**config.mk**
```make
export PLATFORM = sky130hd
export DESIGN_NAME = sw_debounce_latch
export DESIGN_NICKNAME = d
export VERILOG_FILES = /design/src/rtl/sw_cond_pkg.sv /design/src/rtl/db_filter.sv /design/src/rtl/sw_debounce_latch.sv
export SDC_FILE = /design/constraint.sdc
export NUM_CORES = 1
export LEC_CHECK = 0
export ABC_AREA = 1
export CORE_MARGIN = 2
export CORE_UTILIZATION = 45
export CTS_CLUSTER_DIAMETER = 30
export CTS_CLUSTER_SIZE = 14
export DETAILED_ROUTE_END_ITERATION = 12
export GPL_ROUTABILITY_DRIVEN = 0
export PLACE_DENSITY = 0.64
export SYNTH_ARGS = -nofsm -noshare
export SYNTH_HDL_FRONTEND = slang
export SYNTH_SLANG_ARGS = --single-unit
export TNS_END_PERCENT = 10
```
**constraint.sdc**
```tcl
create_clock -name clk -period 3.35 [get_ports clk]
set_clock_uncertainty 0.15 [all_clocks]
set_input_delay 0.67 -clock clk [delete_from_list [all_inputs] [get_ports clk]]
set_output_delay 0.67 -clock clk [all_outputs]
set_load 0.05 [all_outputs]
```
**src/rtl/sw_cond_pkg.sv**
```systemverilog
// Shared constants and helpers for the switch conditioning front end.
package sw_cond_pkg;

    localparam int DB_CYCLES_DEFAULT = 50000;
    localparam int CAP_CNT_W         = 8;

    function automatic int db_cnt_w(input int cycles);
        return $clog2(cycles + 1);
    endfunction

endpackage

```
**src/rtl/db_filter.sv**
```systemverilog
// Single-bit conditioner: 2-flop synchronizer followed by a consecutive-sample
// debounce counter that accepts a new level after DB_CYCLES differing samples.
module db_filter
    import sw_cond_pkg::*;
#(
    parameter int DB_CYCLES = DB_CYCLES_DEFAULT
) (
    input  logic clk,
    input  logic rst_n,
    input  logic raw,
    output logic level
);

    localparam int               CNT_W  = db_cnt_w(DB_CYCLES);
    localparam logic [CNT_W-1:0] C_LAST = CNT_W'(DB_CYCLES - 1);
    localparam logic [CNT_W-1:0] C_ONE  = CNT_W'(1);

    logic             r_s1;
    logic             r_s2;
    logic             r_d;
    logic [CNT_W-1:0] r_c;

    always_ff @(posedge clk or negedge rst_n) begin
        if (!rst_n) begin
            r_s1 <= 1'b0;
            r_s2 <= 1'b0;
            r_d  <= 1'b0;
            r_c  <= '0;
        end else begin
            r_s1 <= raw;
            r_s2 <= r_s1;
            // Any sample matching the stable level restarts the window.
            if (r_s2 == r_d) begin
                r_c <= '0;
            end else if (r_c == C_LAST) begin
                r_d <= r_s2;
                r_c <= '0;
            end else begin
                r_c <= r_c + C_ONE;
            end
        end
    end

    assign level = r_d;

endmodule

```
**src/rtl/sw_debounce_latch.sv**
```systemverilog
// Switch front end for the priority encoder: debounces all inputs, optionally
// freezes a captured snapshot of {en, sw}, and reports change and capture count.
module sw_debounce_latch
    import sw_cond_pkg::*;
#(
    parameter int N_SW      = 8,
    parameter int DB_CYCLES = DB_CYCLES_DEFAULT
) (
    input  logic                 clk,
    input  logic                 rst_n,
    input  logic [N_SW-1:0]      sw_raw,
    input  logic                 en_raw,
    input  logic                 hold_raw,
    input  logic                 btn_raw,
    output logic [N_SW-1:0]      x,
    output logic                 en,
    output logic                 chg,
    output logic [CAP_CNT_W-1:0] cap_cnt
);

    localparam int N_IN = N_SW + 3;

    logic [N_IN-1:0] w_raw;
    logic [N_IN-1:0] w_lvl;
    logic [N_SW:0]   w_live;
    logic [N_SW:0]   w_out_next;
    logic            w_hold_d;
    logic            w_btn_d;
    logic            w_cap_edge;

    logic                 r_btn_q;
    logic [N_SW:0]        r_snap;
    logic [N_SW:0]        r_out;
    logic                 r_chg;
    logic [CAP_CNT_W-1:0] r_cap_cnt;

    assign w_raw = {btn_raw, hold_raw, en_raw, sw_raw};

    for (genvar gi = 0; gi < N_IN; gi++) begin : g_db
        db_filter #(
            .DB_CYCLES (DB_CYCLES)
        ) u_db (
            .clk   (clk),
            .rst_n (rst_n),
            .raw   (w_raw[gi]),
            .level (w_lvl[gi])
        );
    end

    assign w_live     = w_lvl[N_SW:0];
    assign w_hold_d   = w_lvl[N_SW+1];
    assign w_btn_d    = w_lvl[N_SW+2];
    assign w_cap_edge = w_btn_d & ~r_btn_q;
    assign w_out_next = w_hold_d ? r_snap : w_live;

    // Snapshot tracks live while not holding, so entering hold freezes the last live word.
    always_ff @(posedge clk or negedge rst_n) begin
        if (!rst_n) begin
            r_btn_q   <= 1'b0;
            r_snap    <= '0;
            r_cap_cnt <= '0;
            r_out     <= '0;
            r_chg     <= 1'b0;
        end else begin
            r_btn_q <= w_btn_d;
            if (!w_hold_d) begin
                r_snap <= w_live;
            end else if (w_cap_edge) begin
                r_snap    <= w_live;
                r_cap_cnt <= r_cap_cnt + CAP_CNT_W'(1);
            end
            r_out <= w_out_next;
            r_chg <= (w_out_next != r_out);
        end
    end

    assign x       = r_out[N_SW-1:0];
    assign en      = r_out[N_SW];
    assign chg     = r_chg;
    assign cap_cnt = r_cap_cnt;

endmodule

```
After elaboration in Yosys (flattened, before gate mapping)
Cells that the tools add are included.
{"block": "word_totals", "register_bits": 237, "elab_cells": 135}
{"block": "op_classes", "n_addsub": 12, "n_eq_ne": 24, "mux": 25, "bitwise_logic": 13, "reduce_logical": 12}
{"operator": "two-way mux 16 bit", "count": 22}
{"operator": "adder 16 x 1 -> 16 bit (second input constant)", "count": 11}
{"operator": "equality test 16 bit (second input constant)", "count": 11}
{"operator": "two-way mux 9 bit", "count": 3}
{"operator": "AND reduction 2 bit", "count": 12}
{"operator": "NOT 1 bit", "count": 12}
{"operator": "equality test 1 bit", "count": 11}
{"operator": "inequality test 9 bit", "count": 1}
{"operator": "adder 8 x 1 -> 8 bit (second input constant)", "count": 1}
{"operator": "inequality test 2 bit (second input constant)", "count": 1}
{"operator": "AND 1 bit", "count": 1}

Longest topological paths before layout
{"block": "depth", "depth_word": 4, "depth_mapped": 9, "depth_no_buf": 9}

Cells and area by module
A second synthesis with hierarchy kept.
{"block": "hier_totals", "hier_cells": 1491, "area_unflattened_um2": 12627.1}
{"module": "db_filter at g_db[0].u_db ...", "instances": 10, "cells_per_inst": 122, "area_each_um2": 1029.7, "seq_area_each_um2": 475.5}
{"module": "sw_debounce_latch", "instances": 1, "cells_per_inst": 148, "area_each_um2": 1345.0, "seq_area_each_um2": 700.7}
{"module": "db_filter at g_db[4].u_db", "instances": 1, "cells_per_inst": 123, "area_each_um2": 984.7, "seq_area_each_um2": 475.5}

Least setup slack after synthesis
Ideal clock, no wire load.
{"block": "synth_timing", "path_type": "register -> register", "from": "register r_cap_cnt[0] (netlist: cap_cnt[0])", "to": "register r_cap_cnt[6] (netlist: cap_cnt[6])", "arrival_ps": 1332, "required_time_ps": 3058, "slack_ps": 1725, "path_stages_with_launch": 6, "n_path_buf": 0, "synth_period_minus_slack_ps": 1625, "path_cell_list": "dfrtp_1 -> ha_1 -> inv_1 -> nor3_2 -> nand2_1 -> xnor2_1"}
{"block": "synth_via", "elab_chain_cells": 1}
{"item": "start, declared", "line_no": "sw_debounce_latch.sv:35", "source": "logic [CAP_CNT_W-1:0] r_cap_cnt;"}
{"item": "start signal, assigned", "line_no": "sw_debounce_latch.sv:70", "source": "r_cap_cnt <= r_cap_cnt + CAP_CNT_W'(1);"}
{"item": "adder 8 x 1 -> 8 bit", "line_no": "sw_debounce_latch.sv:70"}
Every way passes these cells.
A chain may end at the register's enable or synchronous reset.

Final worst setup path
{"block": "layout_timing", "from": "register r_cap_cnt[2] (netlist: cap_cnt[2])", "to": "output cap_cnt[2]"}
{"item": "end, declared", "line_no": "sw_debounce_latch.sv:18", "source": "output logic [CAP_CNT_W-1:0] cap_cnt"}
No word-level cell between the ends.

==> results.json <==
{
  "via_per_inst": 4.84,
  "vias": 9912,
  "finalCoreUtilization_pct": 56.1,
  "final_cell_mix": "nand2_1 (369), nor2_1 (354), dfrtp_1 (237)",
  "die_h_microns": 169,
  "layout-drive-gt1-share_pct": 11.4,
  "fmax_mhz": 381,
  "synth_cell_types": 32,
  "fin_setup_tns_ns": 0,
  "antenna_left": 0,
  "htreeDepth": 2,
  "reg2regPathDepth": 8,
  "hold_viol": 0,
  "vdd_drop_max_mv": 0.611,
  "worst_ep_required_time_ns": 2.53,
  "synthesis.nets": 1588,
  "antenna_found_initial": 0,
  "clk_latency_ns": 0.55,
  "grt_pass1_vias": 9689,
  "grt_overflow_total": 0,
  "initial_core_util_pct": 45.7,
  "relSlewSlack_pct": 54.1,
  "routedWlPerCell_microns": 12.2,
  "maxCapViolations": 0,
  "period_share_pct": 78.3,
  "detail_route.first_pass.iterations": 5,
  "wirelength_mm": 25.0,
  "postSynthAreaPerCell_sq_um": 7.83,
  "rsz0062_at_grt": "no",
  "antenna-diode-count": 0,
  "hold_path.class": "reg2reg",
  "cts-resized-gates": 0,
  "rows": 60,
  "synthCells": 1563,
  "cts_buffers": 57,
  "hold_path_depth": 0,
  "worstMarginPinSlew_ns": 0.689,
  "cp_max_fo": 4,
  "area_growth_pct": 22.9,
  "ys_warn_count": 0,
  "finalCriticalPeriod_ns": 2.62,
  "ys_seq_elements": 237,
  "postCtsSetupRepairBufs": 0,
  "power_density_nw_per_um2": 581,
  "cp-start-kind": "register",
  "final_common_cell": "nand2_1",
  "grt_use_total_pct": 18.5,
  "slew_violations": 0,
  "crit_family": "buffers and inverters",
  "crit_path_end_kind": "output pin",
  "clk_path_buf_depth": 3,
  "totalPowerFinal_mw": 8.74,
  "final_nets": 1684,
  "die_x_microns": 169,
  "ios": 31,
  "remaining_drc_errors": 0,
  "crit_type": "reg2out",
  "setup_violations": 0,
  "hpwlAfterDp_mm": 17.9,
  "synth.cell_area_sq_um": 12200,
  "outcome": "complete, no violations",
  "cts_tree": "done",
  "clock-root-buffer": "clkbuf_16",
  "cp_slowest_stage_delay_ns": 0.83,
  "cp_num_cells": 1,
  "path_clk_slew_ns": 0.05,
  "grt_max_degree": 89,
  "critPathBufInv": 1,
  "path_cells": "clkdlybuf4s50_1",
  "clock_sinks": 237,
  "leakage_nw": 6.78,
  "slowest_stage": "clkdlybuf4s50_1",
  "io_buffers": 30,
  "core_area_sq_um": 26800,
  "ys_seq_area_share_pct": 48.4,
  "die_area_sq_um": 28500,
  "grt_pass1_wl_mm": 44.0,
  "drtIter0Drc": 612,
  "arrival_ns": 1.80
}
-- report_power, final --
part / switching [mW] / total [mW] / internal [mW]
sequential: 0.0356 / 2.95 / 2.92
combinational: 0.133 / 0.197 / 0.0641
clock: 1.79 / 5.59 / 3.81
total: 1.95 / 8.74 / 6.79
-- flip-flops by register name, indices dropped and copies added, names as in the netlist --
signal           count
chg                  1
r_btn_q              1
cap_cnt              8
g_db.u_db.r_c      176
g_db.u_db.level     11
r_snap               9
r_out                9
g_db.u_db.r_s2      11
g_db.u_db.r_s1      11
-- metal layers --
metal	track usage, %	wire length, microns	part of all wire, %	vias to the layer above
met2	30.2	11400	46	168
li1	-	-	-	5118
met1	24.6	11900	48	4577
met5	0	0	0	-
met3	3.93	1160	4.6	49
met4	6.07	470	1.9	0
-- cell usage after synthesis (all sizes together) --
library cell  number  area share (%)
nand2            389              12
nor2             379              13
dfrtp            237              48
inv              180             5.5
nand3            151             6.3
xor2              63             5.0
nand4             29             1.5
nor3              29             1.5
a21oi             19            0.78
o21bai            17             1.0
ha                12             1.2
nor3b             12            0.90
xnor2             11            0.79
o21ai             10            0.41
mux2               9            0.83
and2               7            0.36
nand3b             6            0.37
buf                2            0.15
or2                1           0.051
-- worst register-to-register path, delay by kind of cell (launching register included) --
kind | cells | cell delay, ns
simple gates | 7 | 0.72
buf+inv | 1 | 0.30
flops | 1 | 0.45
-- metrics by stage --
step / hold WS (ns) / std cells / setup WS, ns / instance area (sq um)
2_1_floorplan: 0.181 / 1563 / 1.73 / 12200
3_3_place_gp: 0.183 / 1940 / 1.32 / 13000
3_5_place_dp: 0.188 / 1940 / 1.30 / 13000
4_1_cts: 0.202 / 2048 / 0.704 / 15000
5_1_grt: 0.205 / 2048 / 0.649 / 15000
6_report: 0.199 / 2048 / 0.728 / 15000
-- what timing repair did --
action,CTS,global route
hold endpoints to repair,12,0
setup endpoints to repair,0,0
hold buffers,1,0
-- layout make-up --
class	instances	area, sq um
fill	2368	11800
sequential	237	5930
multi-input combinational	1144	5620
clock buffer	65	1510
inverter	180	676
clock inverter	42	483
tap	341	427
timing repair buffer	39	400
-- worst paths after layout --
| kind | slack, ns | to | from |
|---|---|---|---|
| hold / removal | 0.20 | g_db[3].u_db.r_s2 | g_db[3].u_db.r_s1 |
| hold reg to reg | 0.20 | g_db[3].u_db.r_s2 | g_db[3].u_db.r_s1 |
| min in group asynchronous | 0.54 | g_db[3].u_db.r_c[8] | rst_n |
| setup / recovery | 0.73 | cap_cnt[2] | cap_cnt[2] |
| max in group asynchronous | 1.64 | cap_cnt[4] | rst_n |
| setup reg to reg | 1.60 | chg | g_db[9].u_db.level |
-- cell families after synthesis --
| group | after synthesis | synth area share, % |
|---|---|---|
| adders and majority gates | 12 | 1.23 |
| AOI/OAI and AO/OA | 46 | 2.23 |
| buffers and inverters | 182 | 5.67 |
| xor gates and xnor gates | 74 | 5.75 |
| DFF | 237 | 48.4 |
| muxes | 9 | 0.828 |
| and+or+nand+nor | 1003 | 35.8 |
(Power assumes the default switching activity.)
